### src/rtl/cla_serial_adder_ctrl_if.sv
// Operand/result bundle for the nibble-serial CLA adder controller.
// The requester drives start and the operands; the controller returns status and result.
interface cla_serial_adder_ctrl_if #(
    parameter int WIDTH = 16
);
    logic             start;
    logic             op_sub;
    logic [WIDTH-1:0] a;
    logic [WIDTH-1:0] b;
    logic             c_in;
    logic             busy;
    logic             done;
    logic [WIDTH-1:0] sum;
    logic             c_out;
    logic             ovf;

    modport master (
        output start, op_sub, a, b, c_in,
        input  busy, done, sum, c_out, ovf
    );

    modport slave (
        input  start, op_sub, a, b, c_in,
        output busy, done, sum, c_out, ovf
    );
endinterface

### src/rtl/cla_serial_adder_ctrl.sv
// Runs WIDTH-bit add/subtract through one 4-bit carry-lookahead slice, LSB nibble first,
// chaining the carry between nibbles; result is held until the next operation starts.
module cla_serial_adder_ctrl #(
    parameter int WIDTH = 16
) (
    input  logic                     clk,
    input  logic                     rst_n,
    cla_serial_adder_ctrl_if.slave   bus
);
    localparam int NIBBLES = WIDTH / 4;
    localparam int IDX_W   = (NIBBLES > 1) ? $clog2(NIBBLES) : 1;

    typedef enum logic [1:0] {
        IDLE = 2'd0,
        RUN  = 2'd1,
        DONE = 2'd2
    } state_t;

    state_t           state_q, state_d;
    logic [WIDTH-1:0] a_q, a_d;
    logic [WIDTH-1:0] b_q, b_d;
    logic             carry_q, carry_d;
    logic [IDX_W-1:0] idx_q, idx_d;
    logic [WIDTH-1:0] sum_q, sum_d;
    logic             c_out_q, c_out_d;
    logic             ovf_q, ovf_d;
    logic             busy_q, busy_d;
    logic             done_q, done_d;

    logic [3:0]       a_nib, b_nib;
    logic [4:0]       slice;

    // Single 4-bit carry-lookahead slice: returns {carry_out, sum}.
    function automatic logic [4:0] cla4(input logic [3:0] x, input logic [3:0] y,
                                        input logic ci);
        logic [3:0] g, p;
        logic [4:0] c;
        g    = x & y;
        p    = x ^ y;
        c[0] = ci;
        c[1] = g[0] | (p[0] & ci);
        c[2] = g[1] | (p[1] & g[0]) | (p[1] & p[0] & ci);
        c[3] = g[2] | (p[2] & g[1]) | (p[2] & p[1] & g[0]) | (p[2] & p[1] & p[0] & ci);
        c[4] = g[3] | (p[3] & g[2]) | (p[3] & p[2] & g[1]) | (p[3] & p[2] & p[1] & g[0])
             | (p[3] & p[2] & p[1] & p[0] & ci);
        return {c[4], p ^ c[3:0]};
    endfunction

    always_comb begin
        a_nib = '0;
        b_nib = '0;
        for (int i = 0; i < NIBBLES; i++) begin
            if (idx_q == IDX_W'(i)) begin
                a_nib = a_q[4*i +: 4];
                b_nib = b_q[4*i +: 4];
            end
        end
        slice = cla4(a_nib, b_nib, carry_q);
    end

    always_comb begin
        state_d = state_q;
        a_d     = a_q;
        b_d     = b_q;
        carry_d = carry_q;
        idx_d   = idx_q;
        sum_d   = sum_q;
        c_out_d = c_out_q;
        ovf_d   = ovf_q;

        case (state_q)
            IDLE, DONE: begin
                if (bus.start) begin
                    // Subtraction is a + ~b + ~borrow, so the slice only ever adds.
                    a_d     = bus.a;
                    b_d     = bus.op_sub ? ~bus.b : bus.b;
                    carry_d = bus.c_in ^ bus.op_sub;
                    idx_d   = '0;
                    state_d = RUN;
                end else begin
                    state_d = IDLE;
                end
            end
            RUN: begin
                for (int i = 0; i < NIBBLES; i++) begin
                    if (idx_q == IDX_W'(i)) sum_d[4*i +: 4] = slice[3:0];
                end
                carry_d = slice[4];
                idx_d   = idx_q + IDX_W'(1);
                if (idx_q == IDX_W'(NIBBLES - 1)) begin
                    c_out_d = slice[4];
                    ovf_d   = (a_q[WIDTH-1] == b_q[WIDTH-1]) && (slice[3] != a_q[WIDTH-1]);
                    idx_d   = '0;
                    state_d = DONE;
                end
            end
            default: state_d = IDLE;
        endcase

        busy_d = (state_d == RUN);
        done_d = (state_d == DONE);
    end

    always_ff @(posedge clk or negedge rst_n) begin
        if (!rst_n) begin
            state_q <= IDLE;
            a_q     <= '0;
            b_q     <= '0;
            carry_q <= 1'b0;
            idx_q   <= '0;
            sum_q   <= '0;
            c_out_q <= 1'b0;
            ovf_q   <= 1'b0;
            busy_q  <= 1'b0;
            done_q  <= 1'b0;
        end else begin
            state_q <= state_d;
            a_q     <= a_d;
            b_q     <= b_d;
            carry_q <= carry_d;
            idx_q   <= idx_d;
            sum_q   <= sum_d;
            c_out_q <= c_out_d;
            ovf_q   <= ovf_d;
            busy_q  <= busy_d;
            done_q  <= done_d;
        end
    end

    assign bus.busy  = busy_q;
    assign bus.done  = done_q;
    assign bus.sum   = sum_q;
    assign bus.c_out = c_out_q;
    assign bus.ovf   = ovf_q;
endmodule
### src/flat_wrapper.sv
// flat-port wrapper written by rule: the top's interface ports become plain ports
module cla_serial_adder_ctrl_flat 
#(
    parameter int WIDTH = 16
)
  (clk, rst_n, bus_start, bus_op_sub, bus_a, bus_b, bus_c_in, bus_busy, bus_done, bus_sum, bus_c_out, bus_ovf);
  cla_serial_adder_ctrl_if #(.WIDTH(WIDTH)) bus_i ();
  input  logic clk;
  input  logic rst_n;
  input wire logic [$bits(bus_i.start)-1:0] bus_start;
  input wire logic [$bits(bus_i.op_sub)-1:0] bus_op_sub;
  input wire logic [$bits(bus_i.a)-1:0] bus_a;
  input wire logic [$bits(bus_i.b)-1:0] bus_b;
  input wire logic [$bits(bus_i.c_in)-1:0] bus_c_in;
  output wire logic [$bits(bus_i.busy)-1:0] bus_busy;
  output wire logic [$bits(bus_i.done)-1:0] bus_done;
  output wire logic [$bits(bus_i.sum)-1:0] bus_sum;
  output wire logic [$bits(bus_i.c_out)-1:0] bus_c_out;
  output wire logic [$bits(bus_i.ovf)-1:0] bus_ovf;
  assign bus_i.start = bus_start;
  assign bus_i.op_sub = bus_op_sub;
  assign bus_i.a = bus_a;
  assign bus_i.b = bus_b;
  assign bus_i.c_in = bus_c_in;
  assign bus_busy = bus_i.busy;
  assign bus_done = bus_i.done;
  assign bus_sum = bus_i.sum;
  assign bus_c_out = bus_i.c_out;
  assign bus_ovf = bus_i.ovf;
  cla_serial_adder_ctrl #(.WIDTH(WIDTH)) u_core (.clk(clk), .rst_n(rst_n), .bus(bus_i));
endmodule
### config.mk
export PLATFORM = sky130hd
export DESIGN_NAME = cla_serial_adder_ctrl_flat
export DESIGN_NICKNAME = d
export VERILOG_FILES = /design/src/rtl/cla_serial_adder_ctrl_if.sv /design/src/rtl/cla_serial_adder_ctrl.sv /design/src/flat_wrapper.sv
export SDC_FILE = /design/constraint.sdc
export NUM_CORES = 1
export LEC_CHECK = 0
export BUFFER_PORTS_ARGS = -buffer_cell sky130_fd_sc_hd__buf_2
export CORE_UTILIZATION = 31
export CTS_BUF_LIST = sky130_fd_sc_hd__clkbuf_4
export DETAILED_ROUTE_END_ITERATION = 10
export GPL_ROUTABILITY_DRIVEN = 0
export MAX_ROUTING_LAYER = met4
export RECOVER_POWER = 50
export SETUP_SLACK_MARGIN = 0.02
export SKIP_LAST_GASP = 1
export SYNTH_ARGS = -nofsm -noshare
export SYNTH_HDL_FRONTEND = slang
export SYNTH_SLANG_ARGS = --single-unit
### constraint.sdc
create_clock -name clk -period 3.2 [get_ports clk]
set_input_delay 0.32 -clock clk [delete_from_list [all_inputs] [get_ports clk]]
set_output_delay 0.32 -clock clk [all_outputs]
set_load 0.05 [all_outputs]
After elaboration in Yosys (flattened, before gate mapping) --
Cells that the tools add are included.
Storage, ports and cells: input bits 37, word-level logic and storage cells 83, register bits 57, output and inout bits 20
Operators by class: muxes and demuxes 17, add/subtract/negate cells 1, reduce and logical (&&, ||, !) cells 11, equal/unequal tests 10, bitwise operators 31
Operators with widths (number):
- $mux 4 | 8
- $and 1x1->1 | 16
- $mux 16 | 1
- $not 16->16 | 1
- $reduce_and 2->1 | 6
- $or 1x1->1 | 10
- $eq 2x2->1 const B | 4
- $pmux 2 s2 | 2
- $xor 4x4->4 | 2
- $eq 2x1->1 const B | 3
- $mux 2 | 3
- $and 4x4->4 | 1
- $logic_not 2->1 | 2
- $add 2x1->2 const B | 1
- $mux 1 | 2
- $ne 2x2->1 const B | 1
- $pmux 1 s2 | 1
- $reduce_bool 2->1 | 1
- $reduce_or 2->1 | 1
- $eq 1x1->1 | 1
- $logic_and 1x1->1 | 1
- $ne 1x1->1 | 1
- $xor 1x1->1 | 1

Depth between registers and ports, before layout --
Gate-level depths: netlist (run 1).
word-level depth 13, depth in mapped cells 12, depth with buffers taken out 11

Worst setup path before layout (run 1) --
OpenSTA, ideal clock, no wires.
kind flip-flop to flip-flop, start point register u_core.idx_q[0], end point register u_core.ovf_q (netlist: u_core.bus.ovf), period minus slack after synthesis 2.804 ns, arrival time 2.717 ns, path slack 0.396 ns, stages on the path, launching flop included 12, library setup time 0.087 ns, buffers on the path 2, required time 3.113 ns, cells stage by stage dfrtp_1 inv_1 ha_1 clkbuf_1 clkbuf_1 a21oi_1 o21ai_0 ha_1 a21o_1 and4_4 or3_4 o211ai_1
Between the ends: word-level cells in the longest chain between the ends 13, elaborated cells between the ends (all ways) 26, classes of those cells eq/ne (4); mux (8); bitwise (11); reduce/logical (3)
RTL lines:
- from (decl) | RTL line cla_serial_adder_ctrl.sv:23 | logic [IDX_W-1:0] idx_q, idx_d;
- from (signal assigned) | RTL line cla_serial_adder_ctrl.sv:121 | idx_q <= idx_d;
- $logic_not 2->1 | RTL line cla_serial_adder_ctrl.sv:53 | if (idx_q == IDX_W'(i)) begin
- $mux 4 (4 in series) | RTL line cla_serial_adder_ctrl.sv:53
- $xor 4x4->4 or $and 4x4->4 (tied branches) | RTL line cla_serial_adder_ctrl.sv:39, cla_serial_adder_ctrl.sv:38
- $and 1x1->1 | RTL line cla_serial_adder_ctrl.sv:43 | c[3] = g[2] | (p[2] & g[1]) | (p[2] & p[1] & g[0]) | (p[2] & p[1] & p[0] & ci);
- $or 1x1->1 or $and 1x1->1 (tied branches) (2 in series) | RTL line cla_serial_adder_ctrl.sv:43
- $or 1x1->1 | RTL line cla_serial_adder_ctrl.sv:43
- $xor 4x4->4 | RTL line cla_serial_adder_ctrl.sv:46 | return {c[4], p ^ c[3:0]};
- $ne 1x1->1 | RTL line cla_serial_adder_ctrl.sv:92 | ovf_d = (a_q[WIDTH-1] == b_q[WIDTH-1]) && (slice[3] != a_q[WIDTH-1]);
- $logic_and 1x1->1 | RTL line cla_serial_adder_ctrl.sv:92
- to (signal assigned) | RTL line cla_serial_adder_ctrl.sv:124 | ovf_q <= ovf_d;
- to (decl) | RTL line cla_serial_adder_ctrl.sv:26 | logic ovf_q, ovf_d;
Parallel ways exist; a longest one is shown, timed or not. A chain may end at the register's enable or synchronous reset.

Worst setup path after layout (run 1) --
start point register u_core.idx_q[1], end point register u_core.ovf_q (netlist: u_core.bus.ovf)
The elaborated chain is that of the path after synthesis.

==> results.txt, run 1 <==
The flow ran to the end, and the final reports show no timing, DRC or antenna violations. The clock-pin slew reported for the worst setup and hold paths after clock tree synthesis is roughly 0.090 ns. The area share of the largest cell type after synthesis is 52.78%. The post-synthesis to final-layout area growth came out at 19.12%. Once placement finished, the instance area stood at approximately 3000 sq um.

The detail-routed via count per cell came out at around 4.6. TritonCTS built the clock tree. The power density relative to cell area is roughly 1200 nW/um^2. The worst hold path begins at bus_a[5]. The synthesized netlist net count came out at around 310. Headroom to the max-slew limit came out at under 10%. The setup skew after layout is a little under 0.009 ns. The first-pass GRT wire length came out at roughly 9400 microns.

The detailed-routing iteration count for the pre-antenna-repair pass is 4. The final wirelength came out at 5731 microns. In the synthesized netlist, the number of instances is around 260. The number of cells on the worst hold path came out at 2. Of all cell types, the one taking the most synthesized area is dfrtp_1. The part of the Yosys area used for sequential elements came out at between 50% and 60%.

The die area came out at approximately 9100 sq um. The CTS root buffer is clkbuf_4. The initial DRC count came out at 33. The number of vias in the routed layout is just under 2k. The horizontal die dimension is about 95 microns. The transition time at the pin with the least slew margin is around 1.5 ns. Dividing the detail-routed wire length by the instance count gives ~13 microns. The number of different library cells in the post-synthesis netlist came out at 29. The maximum fanout along the worst path came out at 12.

Setup slack on the worst reg-to-reg path comes out at about 0.30 ns. The maximum number of pins on one net before global-route repair is 38. The final instance area is roughly 3200 sq um. The detail route stage leaves a number of antenna-violating nets equal to 0. The minimum hold slack came out at ~0.15 ns. The number of global-route vias before repair is between 2k and 2.5k. The summed negative setup slack over all endpoints is 0 ns.

The class of the most critical setup path is reg -> reg. The number of post-CTS setup repair buffers is 0. The proportion of synthesized flip-flops having asynchronous set or reset is between 90% and 100%.

STA classifies the critical path startpoint as a flip-flop. The final number of max-transition violations is 0. The worst-case vdd ir drop is approximately 0.32 mV.

Summed over all nets, the half-perimeter wirelength after detailed placement is roughly 4100 microns. The most frequently used flop master after synthesis is dfrtp_1. The total area inside the core boundary comes to 8341 sq um. The number of H-tree levels is 3. The share of the cycle needed by the critical path after routing is about 90%. The register bit count reported by yosys came out at 57. The all-layer global routing usage is approximately 14%. For this run, design rule violations remaining after detail routing come to 0. The total CTS buffers came out at 9. The site row count came out at 33. The total count of hold-check failures in the final report is 0.

The synthesized area is 2703 sq um. The share of layout cells above drive strength 1 came out at between 20 and 25%. The mean instance size in the synthesized netlist is 10.32 sq um. The endpoint class of the critical path is a flip-flop. The quantity of gates resized following cts came out at 0. The number of sinks driven by the clock tree came out at 57. The total overflow left after global routing is 0.

The cts-stage hold buffer count came out at 1. The source-to-sink clock delay at the later pin of the worst-skew pair is between 0.3 and 0.4 ns. The leakage component of the power is ~1.4 nW. The path class of the tightest hold or removal check is in -> reg. Once the floorplan was initialized, standard cells occupied 32.40% of the core.

The endpoint identified for the worst register-to-register timing path is u_core.bus.ovf. Setup repair after global routing left no endpoint under its margin. The data required time of the worst path is 3.52 ns. The number of buffers between clock root and the deepest sink is 2. The number of synthesis warnings is 0. After synthesis, the cell types taking the most area are dfrtp_1, mux2_2, nand2_1.

Measured along the y axis, the die boundary spans roughly 95 microns. At the end of the flow the core is filled with cells to between 30% and 40%. In the final design database the tool counted around 370 nets. The worst reg2reg path depth came out at 11. The worst hold path terminates at u_core.a_q[5]. The data arrival time of the critical path is ~3.2 ns. The final critical delay including setup and external delays is slightly below 3 ns. In this run the critical register-to-register path is launched from u_core.idx_q[1].

The total inserted antenna cells came out at 0. The peak clock frequency supported by timing came out at roughly 340 MHz. The number of placed I/O pins is 57.

The number of antenna violations at the first check in global routing was 0. The number of enable flip-flop cells after synthesis came out at 0. The final count of negative-setup-slack endpoints is 0. The reported max-cap violation count came out at 0. Port buffering added 56 buffers.

The final-layout fill cell count came out at between 800 and 900.
==> routing by layer <==
metal  global-route usage, %  wire length (microns)
met5                       -                      0
met2                   21.07                   2497
met1                   18.72                   2878
met3                   2.951                    263
met4                   7.463                     92
==> sequential cells by signal, indices dropped and copies added, names as in the netlist <==
name,flops
u_core.bus.ovf,1
u_core.carry_q,1
u_core.bus.busy,1
u_core.bus.done,1
u_core.bus.c_out,1
u_core.state_q,2
u_core.a_q,16
u_core.idx_q,2
u_core.bus.sum,16
u_core.b_q,16
==> cells in the mapped netlist (all sizes together), types with 2 or more instances <==
| cell type | n |
|---|---|
| nand2 | 52 |
| nand2b | 2 |
| nor2b | 2 |
| o31ai | 2 |
| clkbuf | 11 |
| mux2 | 20 |
| a21oi | 18 |
| inv | 4 |
| dfrtp | 57 |
| nor2 | 2 |
| ha | 8 |
| buf | 4 |
| or3 | 2 |
| xnor2 | 18 |
| o21ai | 40 |
| nand3b | 9 |
==> how the worst max path moves through the flow <==
| stage | slack (ns) | to | startpoint | cells past startpoint |
|---|---|---|---|---|
| floorplan | 0.40 | u_core.bus.ovf | u_core.idx_q[0] | 11 |
| global placement | 0.37 | u_core.bus.ovf | u_core.idx_q[0] | 11 |
| detailed placement | 0.28 | u_core.bus.ovf | u_core.idx_q[0] | 11 |
| CTS | 0.27 | u_core.bus.ovf | u_core.idx_q[0] | 11 |
| global route | 0.05 | u_core.bus.ovf | u_core.idx_q[0] | 11 |
| finish | 0.30 | u_core.bus.ovf | u_core.idx_q[1] | 11 |
==> report_power, final <==
part	total [W]	switching, W	internal (W)
Combinational	0.00199	0.00130	0.000692
Sequential	0.00128	0.000208	0.00107
Clock	0.000577	0.000250	0.000327
Total	0.00385	0.00176	0.00209
==> final cells by class <==
class	count	area [sq um]	area share, %
Clock inverter	4	68.82	2.138
Timing Repair Buffer	62	295.3	9.172
Tap cell	105	131.4	4.081
Clock buffer	11	82.58	2.565
Sequential cell	57	1426	44.31
Inverter	4	15.01	0.4664
Multi-Input combinational cell	186	1200	37.27
==> cell usage in the layout, fill, tap and decap left out <==
master	synthesis	routed
nand2_1	52	52
clkbuf_2	0	1
nor3_1	1	1
clkinv_2	0	1
buf_2	4	35
a21oi_1	18	18
o221ai_1	1	1
a22o_1	1	1
xnor2_1	18	18
o31ai_1	2	2
nand2b_1	2	2
nand3b_1	9	9
inv_1	4	4
o21a_1	1	1
fa_1	1	1
or3_1	1	1
a21o_1	1	1
bufinv_16	0	2
o211ai_1	1	1
xor2_1	1	1
dlygate4sd3_1	0	1
o21ai_0	36	36
buf_4	0	3
ha_1	8	8
clkbuf_1	11	22
nor2_1	2	2
and2_1	1	1
dfrtp_1	57	57
nor2b_1	2	2
and4_4	1	1
o21ai_1	4	4
or3_4	1	1
a211oi_1	1	1
mux2_2	20	20
clkinv_1	0	1
clkbuf_4	0	11
==> kinds of logic (layout without fill, tap and decap cells) <==
| family | Yosys count | count (layout) | synth area share (%) |
|---|---|---|---|
| AO/OA/AOI/OAI | 66 | 66 | 13.06 |
| XOR/XNOR | 19 | 19 | 6.157 |
| adder cells (fa/ha/maj) | 9 | 9 | 4.445 |
| buffers and inverters | 19 | 81 | 2.824 |
| flip-flops | 57 | 57 | 52.78 |
| multiplexers | 20 | 20 | 8.333 |
| AND/OR/NAND/NOR | 72 | 72 | 12.41 |
==> metrics by stage <==
step                worst slack (ns)  instances  total power, W
floorplan                     0.3959        262        0.002803
global placement              0.3750        413        0.003285
detailed placement            0.2832        413        0.003333
finish                        0.2987        429        0.003847
global route                 0.04807        429        0.004198
CTS                           0.2714        429        0.003925
==> worst max-delay path: stages (launching register included) <==
cell and delay (ns):
dfrtp_1 0.41, inv_1 0.08, ha_1 0.30, nand3b_1 0.21, a21oi_1 0.16, a21oi_1 0.05, o21ai_0 0.35, ha_1 0.32
a21o_1 0.18, and4_4 0.20, or3_4 0.41, o211ai_1 0.17
Note: power is estimated with default switching activity, not from simulation.
==> run 2: changes to the inputs <==
Settings changed: MAX_ROUTING_LAYER met4 to unset, PLACE_DENSITY_LB_ADDON set to 0.12.
==> results.txt, run 2 (synthesized netlist as in run 1, its figures left out) <==
The clock-pin slew reported for the worst setup and hold paths after clock tree synthesis is 0.11 ns (was 0.09 ns). The worst-case vdd ir drop came out at 0.3449 mV (was 0.3165 mV). The setup skew after layout is 0.01453 ns (was 0.008671 ns). The overall power consumption is 0.003708 W (was 0.003847 W). The all-layer global routing usage came out at 14.60% (was 14.38%). The wire length per cell after detailed routing is 13.67 microns (was 13.36 microns). The critical path's slowest cell is dfrtp_1 (unchanged). The number of buffers between clock root and the deepest sink is 2 (unchanged). The power density relative to cell area came out at 1166 nW/um^2 (was 1195 nW/um^2). The remaining antenna violation count is 0 (unchanged).

The number of post-CTS setup repair buffers came out at 0 (unchanged). The number of placed I/O pins was 57 (unchanged). The number of global-route vias before repair came out at 1977 (was 2006). The remaining max-slew budget at the tightest pin came out at -16.08% (was 1.746%). The endpoint class of the critical path is a flip-flop (unchanged). The detailed-routing iteration count for the pre-antenna-repair pass came out at 4 (unchanged).

In this design, the critical path's most frequently occurring cell is a21oi_1. The maximum number of pins on one net before global-route repair is 53 (was 38). The half-perimeter wire length after detailed placement came out at 4221 microns (was 4145 microns).

The peak clock frequency supported by timing came out at 353.2 MHz (was 344.7 MHz). The final reports fail on capacitance limit, slew limit. The delay contributed by the slowest stage of the critical path is 0.42 ns (was 0.41 ns).

The net total in the final layout came out at 365 (was 366). The source-to-sink clock delay at the later pin of the worst-skew pair came out at 0.39 ns (about the same). Unrepaired setup endpoints after global routing: false (unchanged). The sort of element at the start of the critical path is a flip-flop (unchanged). The summed negative setup slack over all endpoints came out at 0 ns (unchanged).

The maximum fanout along the worst path came out at 17 (was 12). The residual overflow from global routing is 0 (unchanged). The number of sinks driven by the clock tree came to 57 (unchanged). The DRC violation count after routing is 0 (unchanged). The number of vias in the routed layout came to 1954 (was 1988). The total count of hold-check failures in the final report is 0 (unchanged). The total inserted antenna cells was 0 (unchanged). The post-synthesis to final-layout area growth came out at 17.64% (was 19.12%). The die outline height is 95.37 microns (unchanged).

The first-pass GRT wire length was 9791 microns (was 9425 microns). The port buffer count is 56 (unchanged). The final count of negative-setup-slack endpoints is 0 (unchanged).

The die area came to 9095 sq um (unchanged). The share of layout cells above drive strength 1 was 24.38% (was 23.15%). The CTS root buffer was clkbuf_4 (unchanged). The detail-routed via count per cell is 4.555 (was 4.634). The number of H-tree levels is 3 (unchanged). The final number of max-transition violations came out at 32 (was 0). The class of the most critical setup path is reg -> reg (unchanged). The site row count is 33 (unchanged).

The share of the cycle needed by the critical path after routing came out at 88.48% (was 90.67%). The final wirelength came out at 5863 microns (was 5731 microns). Leading cell types in the layout, fill and taps excluded: dfrtp_1, nand2_1, o21ai_0, buf_2, clkbuf_1 (unchanged). The leakage component of the power came out at 1.413 nW (was 1.438 nW). Worst path cell trace: inv_1, ha_2, nand2_1, a21oi_1, a21oi_1, o21ai_0, ha_1, a21o_1, and4_4, or3_4, o211ai_1 (was inv_1, ha_1, nand3b_1, a21oi_1, a21oi_1, o21ai_0, ha_1, a21o_1, and4_4, or3_4, o211ai_1).

Run status: finished with violations (was completed). The initial core utilization came to 32.40% (unchanged). The transition time at the pin with the least slew margin is 1.741 ns (was 1.474 ns).

The data arrival time of the critical path came to 3.15 ns (was 3.22 ns). The commonest non-fill, non-tap cell in the layout is dfrtp_1 (unchanged). The number of antenna violations at the first check in global routing came out at 0 (unchanged). The reported max-cap violation count was 1 (was 0). The area inside the core boundary was 8341 sq um (unchanged). The type of the worst min-delay path was in -> reg (unchanged). The clock tree from TritonCTS is done (unchanged). The data required time of the worst path was 3.52 ns (about the same).

The final critical delay including setup and external delays is 2.831 ns (was 2.901 ns). The initial DRC count came out at 58 (was 33). The horizontal die dimension came out at 95.37 microns (unchanged). The total CTS buffers came out at 9 (unchanged).
-- run 2: through the flow --
| step | hold WS [ns] | util (%) | worst slack [ns] | instances | cell area, sq um |
|---|---|---|---|---|---|
| floorplan | 0.02441 | - | 0.3959 | 262 | 2703 |
| global placement | 0.4217 | 36.99 | 0.3356 | 412 | 3085 |
| detailed placement | 0.4277 | 36.99 | 0.2114 | 412 | 3085 |
| CTS | 0.1287 | 38.43 | 0.2050 | 429 | 3206 |
| global route | 0.1092 | 38.12 | 0.1403 | 429 | 3179 |
| finish | 0.1502 | 38.12 | 0.3688 | 429 | 3179 |
-- run 2: worst paths after layout --
kind	startpoint	endpoint	slack, ns	cells past startpoint
min reg2reg	u_core.b_q[10]	u_core.b_q[10]	0.48	2
max reg2reg	u_core.idx_q[1]	u_core.bus.ovf	0.37	11
max	u_core.idx_q[1]	u_core.bus.ovf	0.37	11
min	bus_a[7]	u_core.a_q[7]	0.15	2
min in group asynchronous	rst_n	u_core.a_q[4]	0.92	2
max in group asynchronous	rst_n	u_core.b_q[13]	0.82	3
-- run 2: layout make-up --
class                   instances  area (sq um)
clock buffers                  10         75.07
clock inverters                 6         35.03
multi-input cells             186          1205
inverters                       4         15.01
repair buffers                 61         291.5
fillers                       867          5161
well taps                     105         131.4
flip-flops and latches         57          1426
-- run 2: worst max-delay path, delay by kind of cell, from the launching register on --
family	cells	cell delay [ns]
compound gates	5	0.88
fa+ha+maj	2	0.66
buf+inv	1	0.10
flops	1	0.42
simple gates	3	0.71
-- run 2: metal layers --
| metal | global-route usage, % | vias to the layer above | share of wire, % |
|---|---|---|---|
| met5 | 0 | - | 0 |
| met4 | 4.851 | 0 | 0.92 |
| met3 | 4.466 | 5 | 4.8 |
| met2 | 22.98 | 44 | 45 |
| met1 | 19.07 | 894 | 49 |
| li1 | - | 1011 | - |
-- run 2: report_power, final --
group | internal (W) | switching, W
Combinational | 0.000699 | 0.00130
Clock | 0.000163 | 0.000273
Sequential | 0.00107 | 0.000201
Total | 0.00193 | 0.00177
-- run 2: repair_timing --
item / 4_1_cts / 5_1_grt
hold endpoints to repair: 30 / 0
setup endpoints to repair: 0 / 2
hold buffers: 1 / 0
gates resized for setup: 0 / 1
==> run 3: changes to the inputs <==
Settings changed: CORE_ASPECT_RATIO set to 0.5.
==> results.txt, run 3 (synthesized netlist as in run 1, its figures left out) <==
The half-perimeter wire length after detailed placement is 4518 microns (was 4221 microns). The net total in the final layout came to 363 (was 365). The data arrival time of the critical path came out at 3.22 ns (was 3.15 ns). The total CTS buffers is 9 (unchanged). The startpoint of the worst register-to-register path is u_core.idx_q[0] (was u_core.idx_q[1]). The total internal power is 0.001934 W (about the same). The endpoint class of the critical path was a flip-flop (unchanged). The number of H-tree levels came to 3 (unchanged). The site row count is 23 (was 33).

The first-pass GRT wire length is 9984 microns (was 9791 microns). The number of sinks driven by the clock tree came out at 57 (unchanged). The start point of the critical path was u_core.idx_q[0] (was u_core.idx_q[1]). The setup skew after layout came out at 0.009411 ns (was 0.01453 ns). The detail-routed via count per cell came out at 4.509 (was 4.555). The power dissipated by switching net loads came to 0.001784 W (was 0.001774 W).

Violations in the final reports: capacitance limit, slew limit (unchanged). The DRC violation count after routing is 0 (unchanged). The leakage component of the power came out at 1.407 nW (was 1.413 nW). The peak clock frequency supported by timing is 345.0 MHz (was 353.2 MHz).

The overall power consumption came out at 0.003717 W (was 0.003708 W). The share of layout cells above drive strength 1 came to 23.29% (was 24.38%). The die area is 9118 sq um (was 9095 sq um). The detailed-routing iteration count for the pre-antenna-repair pass is 4 (unchanged). The number of antenna violations at the first check in global routing was 0 (unchanged). The critical path's slowest cell was dfrtp_1 (unchanged). The wire length per cell after detailed routing is 13.70 microns (was 13.67 microns).

The largest delay contributor family on the critical path is compound AO/OA/AOI/OAI gates (unchanged). The maximum fanout along the worst path came out at 9 (was 17). The final count of negative-setup-slack endpoints came to 0 (unchanged). The number of global-route vias before repair is 2024 (was 1977). The sort of element at the start of the critical path is a flip-flop (unchanged). The die outline height came out at 68.03 microns (was 95.37 microns). The number of buffer and inverter instances along the worst setup path came out at 1 (unchanged). The residual overflow from global routing is 0 (unchanged). Unrepaired setup endpoints after global routing: false (unchanged). The final-layout fill cell count was 864 (was 867). The area inside the core boundary is 8230 sq um (was 8341 sq um). The power density relative to cell area is 1173 nW/um^2 (was 1166 nW/um^2). The sequential cell fraction of total power is 34.7% (was 34.3%).

The horizontal die dimension is 134.0 microns (was 95.37 microns). The maximum number of pins on one net before global-route repair came out at 53 (unchanged). The commonest non-fill, non-tap cell in the layout was dfrtp_1 (unchanged). The remaining max-slew budget at the tightest pin is -25.56% (was -16.08%). Leading cell types in the layout, fill and taps excluded: dfrtp_1, nand2_1, o21ai_0, buf_2, clkbuf_1 (unchanged). Run status: finished with violations (unchanged).

The number of post-CTS setup repair buffers is 0 (unchanged). The remaining antenna violation count came out at 0 (unchanged). The start point of the worst min-delay path is bus_a[8] (was bus_a[7]). The share of the cycle needed by the critical path after routing was 90.57% (was 88.48%). The initial core utilization is 32.84% (was 32.40%). The type of the worst min-delay path is in -> reg (unchanged). The final critical delay including setup and external delays came out at 2.898 ns (was 2.831 ns). The number of placed I/O pins is 57 (unchanged). The final wirelength came out at 5944 microns (was 5863 microns). The source-to-sink clock delay at the later pin of the worst-skew pair came to 0.40 ns (was 0.39 ns). The clock tree from TritonCTS is done (unchanged).

The power share of the combinational group came out at 54.1% (was 53.9%). The portion of total power attributed to the clock network is 11.2% (was 11.7%). The post-synthesis to final-layout area growth came out at 17.22% (was 17.64%). The class of the most critical setup path is reg -> reg (unchanged).

The worst-case vdd ir drop is 0.3917 mV (was 0.3449 mV). The share of total power consumed by net switching came out at 47.99% (was 47.85%). The number of vias in the routed layout came out at 1957 (was 1954). The flop-to-flop setup slack is 0.30 ns (was 0.37 ns). The summed negative setup slack over all endpoints is 0 ns (unchanged). The final number of max-transition violations came to 36 (was 32). The total inserted antenna cells is 0 (unchanged). The clock-pin slew reported for the worst setup and hold paths after clock tree synthesis is 0.09 ns (was 0.11 ns). The transition time at the pin with the least slew margin is 1.883 ns (was 1.741 ns).

The number of buffers between clock root and the deepest sink came to 2 (unchanged). The CTS root buffer is clkbuf_4 (unchanged). The total count of hold-check failures in the final report is 0 (unchanged).

The data required time of the worst path is 3.52 ns (about the same). The delay contributed by the slowest stage of the critical path came to 0.43 ns (was 0.42 ns). The port buffer count is 56 (unchanged). The post-layout instance count excluding filler cells came out at 434 (was 429). The number of cells after detailed placement was 417 (was 412). The all-layer global routing usage came to 14.99% (was 14.60%). The reported max-cap violation count is 1 (unchanged).

The initial DRC count came out at 64 (was 58). Worst path cell trace: inv_1, ha_1, nand3b_1, a21oi_1, a21oi_1, o21ai_0, ha_1, a21o_1, and4_4, or3_4, o211ai_1 (was inv_1, ha_2, nand2_1, a21oi_1, a21oi_1, o21ai_0, ha_1, a21o_1, and4_4, or3_4, o211ai_1).
run 3: cell types whose count changed in the layout (fill, tap and decap cells not counted), sizes merged:
cell and change:
clkinvlp -2, clkbuf +1, clkinv +1, buf -2
run 3: layout make-up:
| cell class | count | area (sq um) | share of cell area, % |
|---|---|---|---|
| Sequential cell | 57 | 1426 | 45.02 |
| Clock buffer | 11 | 82.58 | 2.607 |
| Multi-Input combinational cell | 186 | 1205 | 38.03 |
| Clock inverter | 5 | 22.52 | 0.7109 |
| Tap cell | 112 | 140.1 | 4.423 |
| Inverter | 4 | 15.01 | 0.4739 |
| Timing Repair Buffer | 59 | 276.5 | 8.728 |
run 3: repair_timing:
action | CTS | global route
resized for setup | 0 | 2
endpoints found under the setup margin | 0 | 11
hold endpoints to repair | 12 | 0
hold buffers | 1 | 0
run 3: path summary, 6_finish.rpt:
check	end	cells after the start
worst max-delay path	u_core.bus.ovf	11
worst min-delay path	u_core.a_q[8]	2
worst max register to register	u_core.bus.ovf	11
worst min register to register	u_core.bus.sum[5]	2
max in group asynchronous	u_core.a_q[11]	3
min in group asynchronous	u_core.a_q[1]	2
run 3: stage by stage:
step                      setup slack (ns)  util [%]  hold slack, ns  area [sq um]
after floorplan                     0.3959         -         0.02441          2703
after global placement              0.3784     37.41          0.4301          3079
after detailed placement            0.2363     37.41          0.4517          3079
after CTS                           0.2186     38.81          0.1011          3194
after global routing               0.03398     38.49          0.1052          3168
final                               0.3016     38.49          0.1454          3168
run 3: worst reg2reg max path, stage by stage (launching register included):
cell and delay, ns:
dfrtp_1 0.43, inv_1 0.11, ha_1 0.36, nand3b_1 0.12
a21oi_1 0.15, a21oi_1 0.05, o21ai_0 0.33, ha_1 0.32
a21o_1 0.18, and4_4 0.19, or3_4 0.41, o211ai_1 0.18
run 3: power by group through the flow:
stage / registers [W] / logic, W / clock network, W
after CTS: 0.00129 / 0.00207 / 0.000440
after global routing: 0.00134 / 0.00226 / 0.000472
after detailed placement: 0.00131 / 0.00206 / 0
after global placement: 0.00131 / 0.00201 / 0
final: 0.00129 / 0.00201 / 0.000415
after floorplan: 0.00164 / 0.00116 / 0
run 3: per-layer routing:
| layer | vias to the layer above | share of wire (%) | global-route usage, % |
|---|---|---|---|
| met4 | 0 | 1.6 | 7.584 |
| met1 | 899 | 51 | 19.28 |
| met5 | - | 0 | 0 |
| li1 | 1009 | - | - |
| met2 | 41 | 42 | 23.19 |
| met3 | 8 | 5.3 | 4.667 |
